[src/rtl/fetch_pkg.sv]
// Shared types for the instruction fetch front end.
package fetch_pkg;

    typedef enum logic [1:0] {
        IDLE  = 2'd0,
        FETCH = 2'd1,
        DRAIN = 2'd2
    } fetch_state_t;

    localparam int INSTR_BYTES = 4;

endpackage

[src/rtl/sync_fifo.sv]
// Power-of-two circular prefetch queue with registered head and synchronous flush.
module sync_fifo #(
    parameter int WIDTH_DATA = 64,
    parameter int DEPTH      = 4,
    localparam int AW        = $clog2(DEPTH),
    localparam int CW        = AW + 1
) (
    input  logic                  clk,
    input  logic                  rst,
    input  logic                  push_i,
    input  logic [WIDTH_DATA-1:0] push_data_i,
    input  logic                  pop_i,
    input  logic                  flush_i,
    output logic [CW-1:0]         count_o,
    output logic                  head_valid_o,
    output logic [WIDTH_DATA-1:0] head_data_o
);

    logic [WIDTH_DATA-1:0] mem_q [DEPTH];
    logic [AW-1:0]         rd_ptr_q;
    logic [AW-1:0]         wr_ptr_q;
    logic [CW-1:0]         count_q;

    always_ff @(posedge clk or negedge rst) begin
        if (!rst) begin
            for (int i = 0; i < DEPTH; i++) begin
                mem_q[i] <= '0;
            end
            rd_ptr_q <= '0;
            wr_ptr_q <= '0;
            count_q  <= '0;
        end else if (flush_i) begin
            // Flush wins over any same-cycle push or pop.
            rd_ptr_q <= '0;
            wr_ptr_q <= '0;
            count_q  <= '0;
        end else begin
            if (push_i) begin
                mem_q[wr_ptr_q] <= push_data_i;
                wr_ptr_q        <= wr_ptr_q + AW'(1);
            end
            if (pop_i) begin
                rd_ptr_q <= rd_ptr_q + AW'(1);
            end
            count_q <= count_q + CW'(push_i) - CW'(pop_i);
        end
    end

    assign count_o      = count_q;
    assign head_valid_o = (count_q != '0);
    assign head_data_o  = mem_q[rd_ptr_q];

endmodule

[src/rtl/ifetch_unit.sv]
// Fetch PC owner: single-outstanding imem requests feeding a prefetch queue,
// with flush/refetch on EX redirects.
module ifetch_unit
    import fetch_pkg::*;
#(
    parameter int               WIDTH    = 32,
    parameter int               DEPTH    = 4,
    parameter logic [WIDTH-1:0] RESET_PC = 32'h0000_0000
) (
    input  logic             clk,
    input  logic             rst,
    output logic             imem_req,
    output logic [WIDTH-1:0] imem_addr,
    input  logic             imem_ack,
    input  logic [WIDTH-1:0] imem_rdata,
    input  logic             redirect_en,
    input  logic [WIDTH-1:0] redirect_pc,
    output logic             out_valid,
    output logic [WIDTH-1:0] out_instr,
    output logic [WIDTH-1:0] out_pc,
    input  logic             out_ready,
    output fetch_state_t     dbg_state
);

    localparam int             CW      = $clog2(DEPTH) + 1;
    localparam logic [CW-1:0]  DEPTH_C = CW'(DEPTH);
    localparam logic [WIDTH-1:0] INC   = WIDTH'(INSTR_BYTES);

    fetch_state_t     state_q;
    logic [WIDTH-1:0] fetch_pc_q;
    logic [WIDTH-1:0] req_addr_q;

    logic [CW-1:0]      count;
    logic [CW-1:0]      count_d;
    logic               head_valid;
    logic [2*WIDTH-1:0] head_data;
    logic               push;
    logic               pop;
    logic               has_room;
    logic [WIDTH-1:0]   target;
    logic [WIDTH-1:0]   seq_pc;
    logic               unused_pc_bits;

    assign imem_req  = (state_q != IDLE);
    assign imem_addr = req_addr_q;

    assign pop    = head_valid && out_ready;
    assign push   = (state_q == FETCH) && imem_ack && !redirect_en;
    assign target = {redirect_pc[WIDTH-1:2], 2'b00};
    assign seq_pc = req_addr_q + INC;

    // Occupancy after this cycle's pop/push decides whether another slot may be reserved.
    assign count_d  = count + CW'(push) - CW'(pop);
    assign has_room = (count_d < DEPTH_C);

    assign unused_pc_bits = &redirect_pc[1:0];

    always_ff @(posedge clk or negedge rst) begin
        if (!rst) begin
            state_q    <= IDLE;
            fetch_pc_q <= RESET_PC;
            req_addr_q <= RESET_PC;
        end else if (redirect_en) begin
            fetch_pc_q <= target;
            // An access already on the bus must still complete; DRAIN swallows its data.
            if (state_q == IDLE || imem_ack) begin
                state_q    <= FETCH;
                req_addr_q <= target;
            end else begin
                state_q <= DRAIN;
            end
        end else begin
            case (state_q)
                IDLE: begin
                    if (has_room) begin
                        state_q    <= FETCH;
                        req_addr_q <= fetch_pc_q;
                    end
                end
                FETCH: begin
                    if (imem_ack) begin
                        fetch_pc_q <= seq_pc;
                        if (has_room) begin
                            req_addr_q <= seq_pc;
                        end else begin
                            state_q <= IDLE;
                        end
                    end
                end
                DRAIN: begin
                    if (imem_ack) begin
                        state_q    <= FETCH;
                        req_addr_q <= fetch_pc_q;
                    end
                end
                default: state_q <= IDLE;
            endcase
        end
    end

    sync_fifo #(
        .WIDTH_DATA (2 * WIDTH),
        .DEPTH      (DEPTH)
    ) u_queue (
        .clk          (clk),
        .rst          (rst),
        .push_i       (push),
        .push_data_i  ({req_addr_q, imem_rdata}),
        .pop_i        (pop),
        .flush_i      (redirect_en),
        .count_o      (count),
        .head_valid_o (head_valid),
        .head_data_o  (head_data)
    );

    assign out_valid = head_valid;
    assign out_pc    = head_data[2*WIDTH-1:WIDTH];
    assign out_instr = head_data[WIDTH-1:0];
    assign dbg_state = state_q;

endmodule

[config.mk]
export PLATFORM = sky130hd
export DESIGN_NAME = ifetch_unit
export DESIGN_NICKNAME = d
export VERILOG_FILES = /design/src/rtl/fetch_pkg.sv /design/src/rtl/sync_fifo.sv /design/src/rtl/ifetch_unit.sv
export SDC_FILE = /design/constraint.sdc
export NUM_CORES = 1
export LEC_CHECK = 0
export ABC_AREA = 0
export ABC_CLOCK_PERIOD_IN_PS = 6350
export BUFFER_PORTS_ARGS = -buffer_cell sky130_fd_sc_hd__buf_4
export CORE_MARGIN = 2
export CORE_UTILIZATION = 64
export DETAILED_ROUTE_END_ITERATION = 10
export PLACE_DENSITY_LB_ADDON = 0.05
export SYNTH_ARGS = -nofsm -noshare
export SYNTH_HDL_FRONTEND = slang
export SYNTH_SLANG_ARGS = --single-unit
[constraint.sdc]
create_clock -name clk -period 6.35 [get_ports clk]
set_input_delay 0.635 -clock clk [delete_from_list [all_inputs] [get_ports clk]]
set_output_delay 0.635 -clock clk [all_outputs]
set_load 0.05 [all_outputs]
==> results.json, run 1 <==
{
  "clockBufferDepth": 3,
  "post_cts_resized": 0,
  "ys_ff_latch": 329,
  "placed_cell_area_um2": 16800,
  "synth_seq_area_share": 0.5309,
  "synth-main-ff-cell": "dfrtp_1",
  "hold_buffers": 0,
  "synthCells": 1133,
  "clock_latency_ns": 0.51,
  "grt_use_met3": 0.04519,
  "status": "finished clean",
  "tightest_slew_ns": 1.090,
  "routed_wl_mm": 34.42,
  "portBuffers": 166,
  "worstSetupEndpointType": "register",
  "grt_pass1_vias": 10390,
  "cp_top_family": "simple AND/OR/NAND/NOR gates",
  "synth.avg_cell_area_um2": 13.69,
  "rows": 56,
  "async_reset_ff_frac": 1.000,
  "crit_buf_inv": 3,
  "drv_cap": 0,
  "rsz0062_at_grt": "false",
  "gr-usage-met1": 0.3836,
  "crit_chain": "nand2b_1 -> nor2_2 -> nand2_2 -> inv_2 -> ha_1 -> inv_1 -> fa_1 -> xnor3_1 -> o311a_1 -> buf_4 -> o21ai_0 -> a22o_1",
  "grt_first_pass_wirelength_mm": 55.99,
  "synth_warnings": 0,
  "path_clk_slew_ns": 0.06,
  "synthesis.nets": 1210,
  "routedWlPerCell_um": 21.68,
  "final_hold_viol_count": 0,
  "post_cts_buffers": 0,
  "worstSetupPathType": "reg2reg",
  "fin_area_um2": 17940,
  "skew_ns": 0.007669,
  "drive_gt1_frac": 0.4318,
  "core_area_um2": 23610,
  "grt_busiest_layer": "met2",
  "cts_tree": "done",
  "grt_use_met2": 0.4595,
  "area_growth_syn_to_layout_pct": 15.71,
  "max_slew_margin": 0.2708,
  "post-place-ws_ns": 1.588,
  "p_leak_nw": 8.336,
  "critPathMaxStageDelay_ns": 0.67,
  "fp.dieArea_um2": 25490,
  "setup_ws_ns": 1.665,
  "globalRouteTotalUtil": 0.2753,
  "finalSetupViolCount": 0,
  "tns_ns": 0,
  "dr_total_vias": 10050,
  "crit_path_max_fanout": 19,
  "antenna_found_initial": 1,
  "route.detailed.drc": 0,
  "antenna_left": 0,
  "dr.pass1.iters": 8,
  "worst_ir_drop_vdd_mv": 0.4079,
  "r2r_setup_slack_ns": 1.66,
  "cp.arrival_ns": 5.08,
  "start_util": 0.6567,
  "period_minus_slack_ns": 4.685,
  "cts.sink_count": 329,
  "num-fill-cells": 1509,
  "slew_violations": 0,
  "cts_buffers": 35,
  "die_width_um": 159.7,
  "die_h_um": 159.7,
  "powerDensity_nw_per_um2": 534.8,
  "h-tree-depth": 2,
  "grt_max_degree": 164,
  "via_per_inst": 6.326,
  "netlist_area_um2": 15510,
  "drt_iter0_markers": 806,
  "holdCritPathClass": "in2async",
  "clock-root-buffer": "clkbuf_16",
  "cp_slowest_cell": "o311a_1",
  "timing.fmax_ghz": 0.2134,
  "timing.hold.ws_ns": 0.1437,
  "ios": 169,
  "cp-start-kind": "register",
  "place_congestion": 0.8192,
  "cp.required_ns": 6.74,
  "globalRouteOverflowTotal": 0,
  "ys_types": 63,
  "synth_edf_count": 0,
  "fin_crit_sh": 0.7378,
  "final_nets": 1323,
  "post-dp-hpwl_mm": 20.11,
  "antenna_cells": 0
}
[per-layer routing]
layer / up-vias / share of wire
li1: 4436 / -
met1: 5239 / 0.43
met2: 309 / 0.50
met3: 60 / 0.058
met4: 2 / 0.018
met5: - / 0.00046
[cells in the final DEF, fill, tap and decap left out, drive strengths merged, types with 5 or more instances in the layout]
cell type	synthesis	layout
o2bb2ai	7	7
inv	15	15
nor4	10	10
nand4	9	9
and3	6	6
a21oi	23	23
a22oi	22	22
mux4	64	64
buf	55	174
xnor2	18	18
o31a	7	7
xor2	7	7
dfrtp	329	329
ha	7	7
clkbuf	43	52
nand3	15	15
o21ai	52	52
o31ai	8	8
nor2	38	38
nand2	50	50
a21o	5	5
mux2	257	257
a22o	19	19
o211ai	5	5
nor3	7	7
a31oi	5	5
clkinv	0	5
[per-stage QoR]
step                      cells  total power, mW  utilization
final                      1588            9.596       0.7599
after global placement     1528            7.493       0.7115
after detailed placement   1528            7.607       0.7115
after floorplan            1133            6.458            -
after CTS                  1588            9.652       0.7599
after global routing       1588            10.05       0.7599
[cell type report]
type,instances,area (um2),area share
sequential,329,8240,0.4592
timing repair buffer,174,1326,0.07391
multi-input combinational,691,6779,0.3778
clock inverter,8,70.07,0.003905
clock buffer,52,1072,0.05976
tap,319,399.1,0.02224
inverter,15,56.30,0.003138
[path summary, 6_finish.rpt]
path	from	end	cells past startpoint
max	dbg_state[1]$_DFFE_PN0P_	imem_addr[11]$_DFFE_PN0P_	12
min	rst	u_queue.mem_q[217]$_DFFE_PN0P_	1
max reg2reg	dbg_state[1]$_DFFE_PN0P_	imem_addr[11]$_DFFE_PN0P_	12
min reg2reg	u_queue.mem_q[188]$_DFFE_PN0P_	u_queue.mem_q[188]$_DFFE_PN0P_	1
max in group asynchronous	rst	u_queue.rd_ptr_q[1]$_DFFE_PN0P_	2
min in group clk	imem_ack	dbg_state[1]$_DFFE_PN0P_	2
[power by group]
group	switching (mW)	total [mW]	internal [mW]
clock network	0.809	2.01	1.21
logic	2.40	4.08	1.68
registers	0.708	3.50	2.80
[registers in the layout (all words and copies together), names as in the netlist]
| register | cells |
|---|---|
| u_queue.count_o | 3 |
| imem_addr | 32 |
| u_queue.rd_ptr_q | 2 |
| fetch_pc_q | 32 |
| u_queue.wr_ptr_q | 2 |
| dbg_state | 2 |
| u_queue.mem_q | 256 |
[synth_stat cells (8+ instances only)]
library cell	instances	area (um2)
dfrtp_1	329	8233
mux2_2	236	2658
mux4_2	64	1441
o21ai_0	50	250.2
nand2_1	45	168.9
clkbuf_1	43	161.4
buf_2	41	205.2
nor2_1	37	138.9
a21oi_1	23	115.1
a22oi_1	22	165.2
mux2_1	21	236.5
a22o_1	19	166.4
xnor2_1	18	157.7
nand3_1	15	75.07
inv_1	14	52.55
buf_1	8	30.03
o31ai_1	8	60.06
[cell families after synthesis]
logic type / after synthesis / share of synthesized area
compound gates: 178 / 0.07778
xor+xnor: 26 / 0.01557
fa+ha+maj: 8 / 0.006939
buf+inv: 113 / 0.03260
flops: 329 / 0.5309
mux: 324 / 0.2815
simple gates: 155 / 0.05470
(Power assumes the default switching activity.)
==> inputs of run 2 (changes only) <==
ABC_CLOCK_PERIOD_IN_PS = 4400   (was 6350)
CORE_UTILIZATION = 59   (was 64)
clock period = 4.4 ns   (was 6.35 ns; I/O delays follow)
==> run 2 against run 1 <==
Net effect: the run now ends with negative hold slack left; sequential share of layout area down 0.71 points; final area up 1.6%; worst hold slack worse by 0.19 ns; sequential cell count unchanged; clock power up 56%; maximum frequency up 45%; total power up 47%; sequential power up 44%; via count down 1.3%; largest power group unchanged; setup slack worse by 0.50 ns; critical path depth unchanged; non-clock buffer count up 16.
==> results.json, run 2 (synthesis results as in run 1) <==
{
  "power_frac_seq": 0.356,
  "tns_ns": 0,
  "grt_max_degree": 102,
  "start_util": 0.5985,
  "drt_iter0_markers": 623,
  "pwr-share-comb": 0.421,
  "tightest_slew_ns": 1.074,
  "utilization": 0.7034,
  "power.internal_mw": 8.484,
  "worstSetupPathType": "reg2reg",
  "drv_cap": 0,
  "post-dp-hpwl_mm": 21.33,
  "num-fill-cells": 1870,
  "post-place-ws_ns": 1.194,
  "cts_tree": "done",
  "switching_share": 0.3985,
  "status": "finished with violations",
  "grt_first_pass_wirelength_mm": 56.37,
  "crit_path_max_fanout": 24,
  "cp-start-kind": "register",
  "antenna_left": 0,
  "routed_wl_mm": 34.67,
  "portBuffers": 166,
  "worstSetupEndpointType": "register",
  "slew_violations": 0,
  "skew_ns": 0.01550,
  "fp.dieArea_um2": 27600,
  "r2r_setup_slack_ns": 1.16,
  "largest_register": "u_queue.mem_q",
  "timing.fmax_ghz": 0.3087,
  "rr_startpoint": "u_queue.count_o[1]$_DFF_PN0_",
  "rsz0062_at_grt": "false",
  "die_width_um": 166.1,
  "period_minus_slack_ns": 3.240,
  "die_h_um": 166.1,
  "violations": "negative hold slack",
  "globalRouteTotalUtil": 0.2553,
  "drive_gt1_frac": 0.4367,
  "max_slew_margin": 0.2840,
  "dr_total_vias": 9919,
  "core_area_um2": 25910,
  "cts_buffers": 36,
  "setup_ws_ns": 1.160,
  "route.detailed.drc": 0,
  "hold_buffers": 0,
  "ios": 169,
  "largest_reg_flops": 256,
  "startpoint": "u_queue.count_o[1]$_DFF_PN0_",
  "grt_pass1_vias": 10280,
  "clockBufferDepth": 3,
  "post_cts_buffers": 0,
  "globalRouteOverflowTotal": 0,
  "final_hold_viol_count": 19,
  "dr.pass1.iters": 5,
  "holdCritPathClass": "in2async",
  "fin_crit_sh": 0.7363,
  "place_congestion": 0.8036,
  "powerDensity_nw_per_um2": 773.9,
  "clock_latency_ns": 0.51,
  "finalSetupViolCount": 0,
  "final_common_cell": "dfrtp_1",
  "h-tree-depth": 2,
  "path_clk_slew_ns": 0.06,
  "worst_ir_drop_vdd_mv": 0.5445,
  "p_leak_nw": 8.470,
  "timing.hold.ws_ns": -0.04155,
  "area_growth_syn_to_layout_pct": 17.53,
  "p_sw_mw": 5.620,
  "cp.required_ns": 4.79,
  "antenna_found_initial": 0,
  "via_per_inst": 6.115,
  "antenna_cells": 0,
  "final_nets": 1340,
  "cp.arrival_ns": 3.63,
  "routedWlPerCell_um": 21.38,
  "rows": 59,
  "clock-root-buffer": "clkbuf_16",
  "totalPowerFinal_mw": 14.10,
  "clkPwrFrac": 0.223,
  "cts.sink_count": 329,
  "layout_common_cells": "dfrtp_1 (327), mux2_2 (236), buf_4 (184), mux4_2 (64), o21ai_0 (50)",
  "post_cts_resized": 0
}
==> run 2: cell count changes in the layout (fill, tap and decap cells not counted) <==
cell and delta:
buf_4 +12, bufinv_16 +5, buf_12 +4, clkbuf_1 +4
clkbuf_8 -4, clkinv_2 -2, clkinvlp_4 -1
==> run 2: power by group through the flow <==
stage	combinational, mW	clock [mW]	sequential (mW)
after floorplan	4.39	0	4.93
after global placement	5.88	0	5.02
after detailed placement	5.96	0	5.07
after CTS	5.99	3.20	5.03
after global routing	6.30	3.33	5.19
final	5.94	3.14	5.03
==> run 2: worst paths after layout <==
kind                                                   to  depth (start not counted)
setup / recovery                 imem_addr[8]$_DFFE_PN0P_                         12
hold / removal             u_queue.mem_q[155]$_DFFE_PN0P_                          1
setup reg to reg                 imem_addr[8]$_DFFE_PN0P_                         12
hold reg to reg            u_queue.mem_q[117]$_DFFE_PN0P_                          1
max in group asynchronous  u_queue.mem_q[191]$_DFFE_PN0P_                          2
min in group clk                 dbg_state[1]$_DFFE_PN0P_                          2
==> run 2: area by class of cell <==
type | count | area [um2] | area share
Multi-Input combinational cell | 691 | 6779 | 0.3719
Sequential cell | 329 | 8240 | 0.4521
Clock inverter | 10 | 202.7 | 0.01112
Clock buffer | 52 | 1032 | 0.05663
Timing Repair Buffer | 190 | 1496 | 0.08210
Tap cell | 335 | 419.2 | 0.02300
Inverter | 15 | 56.30 | 0.003089
==> run 2: worst max-delay path, cell delays in order (launching register included) <==
cell and delay, ns:
dfrtp_1 0.41, or3_1 0.39, and2_1 0.21, ha_1 0.28, inv_1 0.06, ha_1 0.13, inv_1 0.05, fa_1 0.36
xnor3_1 0.35, o311a_1 0.20, buf_4 0.29, o21ai_0 0.15, a22o_1 0.24
==> run 2: per-layer routing <==
metal  global-route usage  part of all wire  wire length, um
met1               0.3626              0.45            15440
met2               0.4148              0.48            16800
met3              0.04385             0.049             1708
met4              0.06730             0.021              720
met5                    0                 0                0
==> run 2: stage by stage <==
step           area, um2  cells
2_1_floorplan      15510   1133
3_3_place_gp       16990   1560
3_5_place_dp       16990   1560
4_1_cts            18230   1622
5_1_grt            18230   1622
6_report           18230   1622
==> inputs of run 3 (changes only) <==
ABC_CLOCK_PERIOD_IN_PS = 2890   (was 4400)
CORE_UTILIZATION = 53   (was 59)
clock period = 2.89 ns   (was 4.4 ns; I/O delays follow)
==> run 3 against run 2 <==
Net effect: the run now ends clean; final area is 1.9% higher; utilization is 5.8 points lower; first-iteration DRC count is 15% lower; clock skew is 0.0027 ns higher; count of clock-buffer cells in the layout is 2 higher; cell count is 4.1% higher; combinational power is 62% higher; non-clock buffer count is 18 higher; via count is 1.4% higher; maximum frequency is 13% higher.
==> results.json, run 3 (synthesis results as in run 1) <==
{
  "crit_cells": 11,
  "crit_path_max_fanout": 9,
  "startpoint": "u_queue.count_o[1]$_DFF_PN0_",
  "cts_buffers": 37,
  "worstSetupPathType": "reg2reg",
  "routedWlPerCell_um": 21.22,
  "drt_iter0_markers": 530,
  "clockBufferDepth": 3,
  "post-place-ws_ns": -0.06530,
  "utilization": 0.6455,
  "whs_path_depth": 3,
  "cp.arrival_ns": 3.25,
  "setup_ws_ns": 0.03325,
  "worst_ir_drop_vdd_mv": 0.6451,
  "max_slew_margin": 0.4406,
  "status": "finished clean",
  "stdcell_count": 1688,
  "powerDensity_nw_per_um2": 1168,
  "finalSetupViolCount": 0,
  "dpl.cell_count": 1624,
  "dr.pass1.iters": 5,
  "cp-start-kind": "register",
  "cts_tree": "done",
  "die_width_um": 175.1,
  "worstSetupEndpointType": "register",
  "portBuffers": 166,
  "cts.sink_count": 329,
  "fin_crit_sh": 0.9885,
  "rows": 62,
  "placed_cell_area_um2": 17330,
  "largest_reg_flops": 256,
  "h-tree-depth": 2,
  "hold_path_end": "fetch_pc_q[5]$_DFFE_PN0P_",
  "path_clk_slew_ns": 0.06,
  "die_h_um": 175.1,
  "rsz0062_at_grt": "true",
  "critPathMaxStageDelay_ns": 0.39,
  "area_growth_syn_to_layout_pct": 19.79,
  "num-fill-cells": 2192,
  "grt_first_pass_wirelength_mm": 57.93,
  "dr_total_vias": 10050,
  "crit_buf_inv": 3,
  "p_leak_nw": 8.588,
  "holdCritPathClass": "in2reg",
  "route.detailed.drc": 0,
  "grt_max_degree": 83,
  "globalRouteOverflowTotal": 0,
  "fin_area_um2": 18580,
  "tightest_slew_ns": 0.8361,
  "timing.fmax_ghz": 0.3500,
  "antenna_found_initial": 0,
  "final_nets": 1359,
  "rr_startpoint": "u_queue.count_o[1]$_DFF_PN0_",
  "drive_gt1_frac": 0.4555,
  "clock_latency_ns": 0.52,
  "ios": 169,
  "cp_slowest_cell": "or3_4",
  "fp.dieArea_um2": 30640,
  "crit_chain": "or3_4 -> and2_4 -> ha_4 -> inv_2 -> ha_4 -> inv_2 -> fa_2 -> xnor3_2 -> o311a_4 -> buf_6 -> a32o_1",
  "cp_top_family": "adder cells",
  "post-dp-hpwl_mm": 22.86,
  "layout_common_cells": "dfrtp_1 (325), mux2_2 (236), buf_4 (189), mux4_2 (64), nand2_1 (45)",
  "largest_register": "u_queue.mem_q",
  "grt_pass1_vias": 10340,
  "final_common_cell": "dfrtp_1",
  "antenna_left": 0,
  "r2r_setup_slack_ns": 0.03,
  "reg2reg_depth": 11,
  "final_hold_viol_count": 0,
  "period_minus_slack_ns": 2.857,
  "start_util": 0.5388,
  "holdCritStartpoint": "redirect_pc[5]",
  "skew_ns": 0.01816,
  "drv_cap": 0,
  "cp.required_ns": 3.29,
  "regArea_um2": 8243,
  "place_congestion": 0.7864,
  "multi_input_area_um2": 6848,
  "core_area_um2": 28780,
  "antenna_cells": 0,
  "globalRouteTotalUtil": 0.2400,
  "reg2reg_to": "imem_addr[0]$_DFFE_PN0P_",
  "via_per_inst": 5.956,
  "routed_wl_mm": 35.81,
  "clock-root-buffer": "clkbuf_16",
  "slew_violations": 0
}
run 3: report_power, final:
| part | total, mW | switching [mW] | leakage [nW] | internal (mW) |
|---|---|---|---|---|
| Combinational | 9.65 | 5.62 | 3.72 | 4.03 |
| Sequential | 7.46 | 1.31 | 4.29 | 6.15 |
| Clock | 4.59 | 1.82 | 0.587 | 2.77 |
| Total | 21.7 | 8.75 | 8.59 | 13.0 |
run 3: repair_timing:
action / CTS / global route
hold buffers: 2 / 0
gates cloned: 0 / 1
pin swaps: 1 / 3
hold endpoints to repair: 61 / 0
setup buffers: 0 / 0
resized for setup: 2 / 8
setup endpoints to repair: 8 / 14
run 3: worst max-delay path by stage:
stage / to / slack, ns
final: imem_addr[0]$_DFFE_PN0P_ / 0.03
after global routing: imem_addr[14]$_DFFE_PN0P_ / -0.04
after CTS: imem_addr[8]$_DFFE_PN0P_ / 0.01
after detailed placement: imem_addr[8]$_DFFE_PN0P_ / -0.07
after global placement: imem_addr[12]$_DFFE_PN0P_ / 0.02
after floorplan: imem_addr[0]$_DFFE_PN0P_ / -0.07
run 3: cell type report:
cell class / count / share of cell area
tap: 384 / 0.02586
clock buffer: 54 / 0.06042
multi-input combinational: 691 / 0.3686
timing repair buffer: 208 / 0.09429
inverter: 15 / 0.003300
sequential: 329 / 0.4437
clock inverter: 7 / 0.003772
run 3: worst reg2reg max path: stages, from the launching register on:
cell,delay [ns]
dfrtp_1,0.38
or3_4,0.39
and2_4,0.17
ha_4,0.21
inv_2,0.06
ha_4,0.12
inv_2,0.03
fa_2,0.34
xnor3_2,0.28
o311a_4,0.36
buf_6,0.16
a32o_1,0.22
run 3: layer usage:
metal	vias up	wire length, um	global-route usage
li1	4498	-	-
met1	5249	16010	0.3371
met2	250	17490	0.3962
met3	56	1605	0.03699
met4	0	706	0.05868
met5	-	0	0
run 3: per-stage QoR:
stage | power (mW) | hold WS, ns | setup TNS, ns
2_1_floorplan | 14.33 | -0.006591 | -0.6942
3_3_place_gp | 16.95 | 0.2786 | 0
3_5_place_dp | 17.16 | 0.2703 | -0.1664
4_1_cts | 21.81 | 0.0003701 | 0
5_1_grt | 22.80 | 0.001074 | -0.2020
6_report | 21.71 | 0.01068 | 0
